`config.mk`:
```
export PLATFORM = sky130hd
export DESIGN_NAME = frg1_eval_sched
export DESIGN_NICKNAME = d
export VERILOG_FILES = /design/src/rtl/powersyn_pkg.sv /design/src/rtl/rr_pick.sv /design/src/rtl/frg1_eval_sched.sv
export SDC_FILE = /design/constraint.sdc
export NUM_CORES = 1
export LEC_CHECK = 0
export CORE_UTILIZATION = 39
export DETAILED_ROUTE_END_ITERATION = 7
export PLACE_DENSITY = 0.81
export SKIP_CTS_REPAIR_TIMING = 1
export SYNTH_ARGS = -nofsm -noshare
export SYNTH_HDL_FRONTEND = slang
export SYNTH_HIERARCHICAL = 1
export SYNTH_SLANG_ARGS = --single-unit
```
`constraint.sdc`:
```
create_clock -name clk -period 9.5 [get_ports clk]
set_input_delay 1.9 -clock clk [delete_from_list [all_inputs] [get_ports clk]]
set_output_delay 1.9 -clock clk [all_outputs]
set_load 0.01 [all_outputs]
```
`src/rtl/powersyn_pkg.sv`:
```
// rtl/powersyn_pkg.sv - shared FSM state type and popcount helper for the power-synthesis harness
package powersyn_pkg;

   typedef enum logic [1:0] {
      ST_IDLE = 2'd0,
      ST_EVAL = 2'd1,
      ST_HOLD = 2'd2
   } state_t;

   // Callers zero-extend narrower vectors to 64 bits.
   function automatic logic [6:0] popcount(input logic [63:0] v);
      logic [6:0] n;
      n = '0;
      for (int i = 0; i < 64; i++) begin
         n = n + 7'(v[i]);
      end
      return n;
   endfunction

endpackage

```
`src/rtl/rr_pick.sv`:
```
// rtl/rr_pick.sv - combinational cyclic first-one finder starting at ptr
module rr_pick #(
   parameter int N   = 4,
   parameter int IDW = 2
) (
   input  logic [N-1:0]   req,
   input  logic [IDW-1:0] ptr,
   output logic [N-1:0]   grant,
   output logic [IDW-1:0] idx,
   output logic           any
);

   int j;

   always_comb begin
      grant = '0;
      idx   = '0;
      j     = 0;
      any   = |req;
      // Walk offsets from farthest to nearest so the nearest set bit wins.
      for (int k = N - 1; k >= 0; k--) begin
         j = int'(ptr) + k;
         if (j >= N) begin
            j = j - N;
         end
         if (req[j]) begin
            idx = IDW'(j);
         end
      end
      if (any) begin
         grant[idx] = 1'b1;
      end
   end

endmodule

```
`src/rtl/frg1_eval_sched.sv`:
```
// rtl/frg1_eval_sched.sv - round-robin scheduler sharing one frg1 core, with operand isolation and toggle count
module frg1_eval_sched
   import powersyn_pkg::*;
#(
   parameter int NREQ = 4,
   parameter int IW   = 28,
   parameter int OW   = 3,
   parameter int CW   = 16,
   parameter int IDW  = (NREQ > 1) ? $clog2(NREQ) : 1
) (
   input  logic               clk,
   input  logic               rst,
   input  logic [NREQ-1:0]    req_valid,
   output logic [NREQ-1:0]    req_ready,
   input  logic [NREQ*IW-1:0] req_vec,
   output logic [IW-1:0]      core_in,
   input  logic [OW-1:0]      core_out,
   output logic               rsp_valid,
   input  logic               rsp_ready,
   output logic [OW-1:0]      rsp_data,
   output logic [IDW-1:0]     rsp_id,
   input  logic               clr_stats,
   output logic [CW-1:0]      tog_cnt
);

   localparam int SW = CW + 8;

   state_t          state, state_nxt;
   logic [IDW-1:0]  ptr;
   logic [NREQ-1:0] grant;
   logic [IDW-1:0]  gidx;
   logic            any;
   logic            accept;
   logic [IW-1:0]   vec_sel;
   logic [CW-1:0]   tog_base;
   logic [SW-1:0]   tog_sum;
   logic [CW-1:0]   tog_nxt;

   rr_pick #(.N(NREQ), .IDW(IDW)) u_pick (
      .req   (req_valid),
      .ptr   (ptr),
      .grant (grant),
      .idx   (gidx),
      .any   (any)
   );

   assign vec_sel = req_vec[int'(gidx)*IW +: IW];

   always_comb begin
      state_nxt = state;
      req_ready = '0;
      accept    = 1'b0;
      case (state)
         ST_IDLE: begin
            if (any && !rst) begin
               accept    = 1'b1;
               req_ready = grant;
               state_nxt = ST_EVAL;
            end
         end
         ST_EVAL: state_nxt = ST_HOLD;
         ST_HOLD: begin
            if (rsp_ready) begin
               state_nxt = ST_IDLE;
            end
         end
         default: state_nxt = ST_IDLE;
      endcase
   end

   // A same-cycle clear drops the old count before this accept's toggles are added.
   always_comb begin
      tog_base = clr_stats ? '0 : tog_cnt;
      tog_sum  = SW'(tog_base) + SW'(popcount(64'(core_in ^ vec_sel)));
      tog_nxt  = (tog_sum > SW'({CW{1'b1}})) ? {CW{1'b1}} : tog_sum[CW-1:0];
   end

   always_ff @(posedge clk) begin
      if (rst) begin
         state     <= ST_IDLE;
         ptr       <= '0;
         core_in   <= '0;
         rsp_valid <= 1'b0;
         rsp_data  <= '0;
         rsp_id    <= '0;
         tog_cnt   <= '0;
      end else begin
         state <= state_nxt;
         if (accept) begin
            core_in <= vec_sel;
            rsp_id  <= gidx;
            tog_cnt <= tog_nxt;
         end else if (clr_stats) begin
            tog_cnt <= '0;
         end
         if (state == ST_EVAL) begin
            rsp_data  <= core_out;
            rsp_valid <= 1'b1;
         end
         if (state == ST_HOLD && rsp_ready) begin
            rsp_valid <= 1'b0;
            ptr       <= (rsp_id == IDW'(NREQ - 1)) ? '0 : rsp_id + 1'b1;
         end
      end
   end

endmodule

```
==> run_results.csv, run 1 <==
group,metric,value,unit
placed_design,hpwl,10140,µm
clock_network,clock-root-buffer,"clkbuf_8",
global_routing,grt_pass1_wl,19660,µm
timing,fin_hold_ws,494.4,ps
timing,report.final.slew_viol_count,0,
worst_setup_path,crit_path_frequent_cell,"fa_1",
clock_network,htree_levels,2,
cells_and_area,final_cell_area,6206,µm²
synthesis,ys_warn_count,6,
detailed_routing,wl,12390,µm
synthesis,synth.cell_area,4146,µm²
power,comb_power_share,0.854,
worst_setup_path,crit_fanout,27,
power,p_total,0.002767,W
floorplan,dieHeight,105.1,µm
timing,rsz0062_at_grt,"no",
synthesis,avgSynthCellArea,9.598,µm²
synthesis,synth_nets,594,
timing,final.setup.worst_slack,276.0,ps
global_routing,antenna_found_initial,0,
power,p_seq_frac,0.101,
synthesis,yosysUniqueCellTypes,53,
placed_design,place_area,6097,µm²
detailed_routing,dr_total_vias,3935,
power,netSwitchingFraction,0.4849,
worst_setup_path,cp_top_family,"adder cells",
timing,max_slew_margin,0.5400,
power,clkPwrFrac,0.045,
cells_and_area,antennaDiodeCount,0,
synthesis,synth_area_leader_cell,"dfxtp_1",
worst_setup_path,required,9700,ps
detailed_routing,vias_per_cell,5.303,
power,powerDensity,445.8,nW/µm²
detailed_routing,first_pass_iters,4,
detailed_routing,drt-initial-drc-count,246,
synthesis,async_flop_share,0,
timing,min_period,9224,ps
worst_hold_path,hold_path_class,"flop to flop",
synthesis,synth_flop_cell,"dfxtp_1",
clock_network,cts_sinks,54,
power,cellLeakagePower,2.387,nW
floorplan,start_util,0.4016,
clock_network,numCtsBuffers,5,
worst_setup_path,critPathBufInv,6,
timing,fin_skew,13.26,ps
power,p_int,0.001425,W
cells_and_area,area_delta_synth_final,49.67,%
floorplan,ios,177,
power,switchingPower,0.001342,W
power,ir_worst_vdd,0.0005451,V
timing,fmax,108.4,MHz
synthesis,yosysTopAreaCellShare,0.2607,
worst_setup_path,critPathKind,"input pin to flop",
worst_setup_path,arrival,9420,ps
run_status,status,"finished clean",
cells_and_area,final_cell_mix,"clkdlybuf4s50_1 (176), nand2_1 (69), dfxtp_1 (54)",
global_routing,gr-total-overflow,0,
global_routing,grt_usage,0.2257,
global_routing,grt_start_max_net_pins,69,
synthesis,ys_ff_latch,54,
detailed_routing,wl_per_cell,16.70,µm
floorplan,die_width,105.1,µm
clock_network,path_clk_slew,100,ps
timing,tightest_slew,681.3,ps
timing,timing.final.crit_share,0.9709,
synthesis,yosysSeqAreaShare,0.2607,
timing,setup_viol,0,
worst_setup_path,critPathCaptureType,"flop",
detailed_routing,drc_errors,0,
placed_design,io_buffer_count,176,
worst_setup_path,crit_path_start_kind,"input pin",
clock_network,clock_latency,300,ps
flow_run,maxCapViolCount,0,
clock_network,cts_tree,"built",
cells_and_area,final_core_util,0.6011,
worst_setup_path,slowest_stage,"fa_1",
clock_network,cts_max_path_buffers,2,
synthesis,synth_area_leaders,"dfxtp_1 (26%), mux4_2 (15%), fa_1 (11%)",
synthesis,synth_edf_count,0,
floorplan,core,10320,µm²
cells_and_area,layout_commonest_cell,"clkdlybuf4s50_1",
worst_setup_path,slowest_delay,540,ps
floorplan,rows,37,
cells_and_area,nets,768,
timing,finalHoldViolations,0,
global_routing,grt_pass1_vias,3903,
detailed_routing,ant_nets,0,
synthesis,synthCells,432,
placed_design,gp_congestion,0.8837,
placed_design,pre_cts_slack,-65.17,ps
floorplan,dieArea,11050,µm²
worst_setup_path,worstPathCellList,"clkdlybuf4s50_1, buf_4, a21oi_1, o21ai_1, o2bb2a_1, buf_12, mux4_2, xnor2_1, fa_1, fa_1, inv_1, fa_1, fa_1, inv_1, fa_1, fa_1, fa_1, fa_1, nor2b_1, o221ai_2, a2111oi_4, buf_4, nand3_2, mux2_4",
cells_and_area,drive_gt1_frac,0.1056,
routing by layer:
layer	track usage	part of all wire	wire, µm	vias up
li1	-	-	-	1875
met5	0	0	0	-
met3	0.03805	0.059	732	12
met2	0.4054	0.53	6564	126
met4	0.04527	0.013	163	0
met1	0.2841	0.40	4931	1922
area by class of cell:
cell class | count | area (µm²)
clock buffer | 6 | 72.57
clock inverter | 1 | 7.507
fill | 852 | 4118
inverter | 22 | 82.58
multi-input combinational | 331 | 2885
sequential | 54 | 1081
tap | 136 | 170.2
timing repair buffer | 192 | 1907
synthesized netlist by cell type, types with 9 or more instances:
cell	instances
a21oi_1	9
a31oi_1	11
clkbuf_1	16
dfxtp_1	54
fa_1	22
ha_1	17
inv_1	21
mux4_2	28
nand2_1	69
nor2_1	15
nor2b_1	15
o21ai_0	44
xnor2_1	16
xor2_1	18
sequential cells by signal, indices dropped and copies added (netlist names):
signal and count:
state 2, rsp_id 2, core_in 28, rsp_valid 1, tog_cnt 16, rsp_data 3, ptr 2
stage by stage:
step / TNS (ps) / cells
floorplan: 0 / 432
global placement: 0 / 733
detailed placement: -68.42 / 733
CTS: 0 / 740
global route: 0 / 742
finish: 0 / 742
tightest hold or removal path: cells and delay by family, from the launching register on:
family	cells	cell delay (ps)
compound gates	1	60
flops	1	340
simple gates	1	60
cells by family after synthesis:
logic type | count (synthesis) | synth area share
flip-flops | 54 | 0.2607
buffers and inverters | 47 | 0.05039
multiplexers | 34 | 0.1678
AO/OA/AOI/OAI | 95 | 0.1470
XOR/XNOR | 34 | 0.07182
adder cells (fa/ha/maj) | 39 | 0.1575
AND/OR/NAND/NOR | 129 | 0.1448
power by group through the flow:
stage	sequential [W]	combinational, W	clock, W
detailed placement	0.000285	0.00230	0
CTS	0.000280	0.00233	0.000126
finish	0.000280	0.00236	0.000124
global route	0.000284	0.00267	0.000135
global placement	0.000282	0.00217	0
floorplan	0.000292	0.00167	0
final timing paths:
| kind | slack, ps | startpoint | end | depth (start not counted) |
|---|---|---|---|---|
| max | 280 | req_valid[0] | tog_cnt[14]$_SDFF_PP0_ | 24 |
| min | 490 | core_in[13]$_SDFFE_PP0P_ | core_in[13]$_SDFFE_PP0P_ | 2 |
| max reg2reg | 1740 | ptr[1]$_SDFFE_PP0P_ | tog_cnt[14]$_SDFF_PP0_ | 22 |
| min reg2reg | 490 | core_in[13]$_SDFFE_PP0P_ | core_in[13]$_SDFFE_PP0P_ | 2 |
Note: power is estimated with default switching activity, not from simulation.
==> run 2: changes to the inputs <==
--- a/config.mk
+++ b/config.mk
@@ -5,10 +5,13 @@
 export SDC_FILE = /design/constraint.sdc
 export NUM_CORES = 1
 export LEC_CHECK = 0
+export CORE_MARGIN = 2
 export CORE_UTILIZATION = 39
+export CTS_CLUSTER_DIAMETER = 60
 export DETAILED_ROUTE_END_ITERATION = 7
 export PLACE_DENSITY = 0.81
 export SKIP_CTS_REPAIR_TIMING = 1
+export SKIP_LAST_GASP = 1
 export SYNTH_ARGS = -nofsm -noshare
 export SYNTH_HDL_FRONTEND = slang
 export SYNTH_HIERARCHICAL = 1
==> run 2 against run 1 <==
Effect of this change:
- clock skew shrank 1.5 ps
- global-route usage down 0.066 points
- combinational power up 5%
- via count up 2.4%
- utilization increased by 0.85 points
- setup slack got worse by 5.7 ps
- clock power barely moved
- non-clock buffer count grew 8
- clock-buffer cell count unchanged
- sequential power barely moved
- flip-flop and latch count stayed put
- first-iteration DRC count decreased by 16%
- critical path type unchanged
- largest cell class unchanged
==> run_results.csv, run 2 (synthesized netlist as in run 1, its figures left out) <==
group,metric,value,unit
timing,report.final.slew_viol_count,0,
timing,timing.final.crit_share,0.9715,
detailed_routing,ant_nets,0,
global_routing,grt_start_max_net_pins,69,
worst_setup_path,crit_path_start_kind,"input pin",
worst_setup_path,critPathCaptureType,"flop",
timing,setup_viol,0,
flow_run,maxCapViolCount,0,
timing,max_slew_margin,0.3700,
worst_setup_path,required,9690,ps
detailed_routing,wl_per_cell,17.68,µm
timing,tightest_slew,933.1,ps
power,cellLeakagePower,2.441,nW
global_routing,grt_pass1_wl,20600,µm
floorplan,die_width,107.1,µm
floorplan,ios,177,
timing,finalHoldViolations,0,
placed_design,hpwl,10730,µm
global_routing,grt_pass1_vias,4123,
cells_and_area,drive_gt1_frac,0.1205,
clock_network,htree_levels,2,
worst_hold_path,min_from,"core_in[1]$_SDFFE_PP0P_",
timing,min_period,9230,ps
placed_design,io_buffer_count,176,
timing,rsz0062_at_grt,"no",
timing,fin_skew,11.72,ps
clock_network,cts_tree,"built",
floorplan,dieHeight,107.1,µm
cells_and_area,final_core_util,0.6096,
global_routing,antenna_found_initial,0,
detailed_routing,wl,13260,µm
timing,fin_hold_ws,494.1,ps
power,netSwitchingFraction,0.4867,
run_status,status,"finished clean",
floorplan,start_util,0.4016,
cells_and_area,fillers,839,
cells_and_area,nets,776,
clock_network,path_clk_slew,100,ps
worst_setup_path,crit_start,"req_valid[1]",
worst_setup_path,r2r-start,"ptr[1]$_SDFFE_PP0P_",
floorplan,dieArea,11470,µm²
power,ir_worst_vdd,0.0006358,V
power,p_int,0.001476,W
cells_and_area,antennaDiodeCount,0,
cells_and_area,final_cell_mix,"clkdlybuf4s50_1 (176), nand2_1 (69), dfxtp_1 (54)",
timing,final.setup.worst_slack,270.3,ps
placed_design,place_area,6097,µm²
clock_network,cts_max_path_buffers,2,
global_routing,grt_usage,0.2250,
cells_and_area,layout_commonest_cell,"clkdlybuf4s50_1",
worst_hold_path,hold_path_class,"flop to flop",
worst_setup_path,arrival,9420,ps
detailed_routing,dr_total_vias,4029,
detailed_routing,drt-initial-drc-count,206,
power,clkPwrFrac,0.043,
floorplan,core,10320,µm²
floorplan,rows,37,
cells_and_area,area_delta_synth_final,51.78,%
clock_network,clock-root-buffer,"clkbuf_8",
cells_and_area,final_cell_area,6294,µm²
power,powerDensity,456.9,nW/µm²
worst_setup_path,crit_fanout,9,
cells_and_area,largest-register,"core_in",
clock_network,clock_latency,300,ps
global_routing,gr-total-overflow,0,
placed_design,pre_cts_slack,-170.0,ps
timing,fmax,108.3,MHz
clock_network,numCtsBuffers,5,
worst_setup_path,critPathKind,"input pin to flop",
detailed_routing,drc_errors,0,
cells_and_area,top_regs,"core_in x28, tog_cnt x16, rsp_data x3",
placed_design,gp_congestion,0.9020,
clock_network,cts_sinks,54,
cells_and_area,largest_register_ffs,28,
detailed_routing,first_pass_iters,6,
detailed_routing,vias_per_cell,5.372,
power,p_seq_frac,0.098,
power,switchingPower,0.001400,W
power,comb_power_share,0.859,
[run 2: critical path, cell delays in order]
cell,delay (ps)
clkdlybuf4s50_1,480
a21boi_1,180
o22ai_1,140
a31oi_4,240
buf_4,180
clkbuf_16,160
mux4_2,550
xor2_1,220
fa_1,460
fa_1,470
fa_1,520
fa_1,550
inv_1,60
fa_1,500
fa_1,520
fa_1,480
fa_1,440
nor2b_2,180
o221ai_2,160
a2111oi_4,420
buf_4,210
nand3_2,80
mux2_4,300
[run 2: worst paths after layout]
| path | to | slack (ps) | depth (start not counted) |
|---|---|---|---|
| max | tog_cnt[14]$_SDFF_PP0_ | 270 | 23 |
| min | core_in[1]$_SDFFE_PP0P_ | 490 | 2 |
| max reg2reg | tog_cnt[14]$_SDFF_PP0_ | 1740 | 22 |
| min reg2reg | core_in[1]$_SDFFE_PP0P_ | 490 | 2 |
[run 2: power by group through the flow]
stage                     registers [W]  clock network [W]  logic (W)
after CTS                      0.000280           0.000129    0.00238
after global routing           0.000285           0.000136    0.00275
after floorplan                0.000292                  0    0.00167
after detailed placement       0.000285                  0    0.00235
after global placement         0.000284                  0    0.00221
final                          0.000281           0.000125    0.00247
[run 2: area by class of cell]
cell class | instances | area, µm² | area share
well taps | 136 | 170.2 | 0.02704
flip-flops and latches | 54 | 1081 | 0.1718
repair buffers | 200 | 1984 | 0.3153
clock buffers | 6 | 72.57 | 0.01153
clock inverters | 1 | 7.507 | 0.001193
multi-input cells | 331 | 2895 | 0.4600
inverters | 22 | 82.58 | 0.01312
[run 2: metrics by stage]
step / setup TNS, ps / std cells / power [W]
2_1_floorplan: 0 / 432 / 0.001966
3_3_place_gp: 0 / 733 / 0.002490
3_5_place_dp: -847.0 / 733 / 0.002634
4_1_cts: 0 / 740 / 0.002787
5_1_grt: 0 / 750 / 0.003167
6_report: 0 / 750 / 0.002875
[run 2: routing by layer]
layer	GRT usage	wire length, µm
met4	0.08627	425
met1	0.2831	5046
met2	0.3856	7018
met5	0	0
met3	0.03708	773
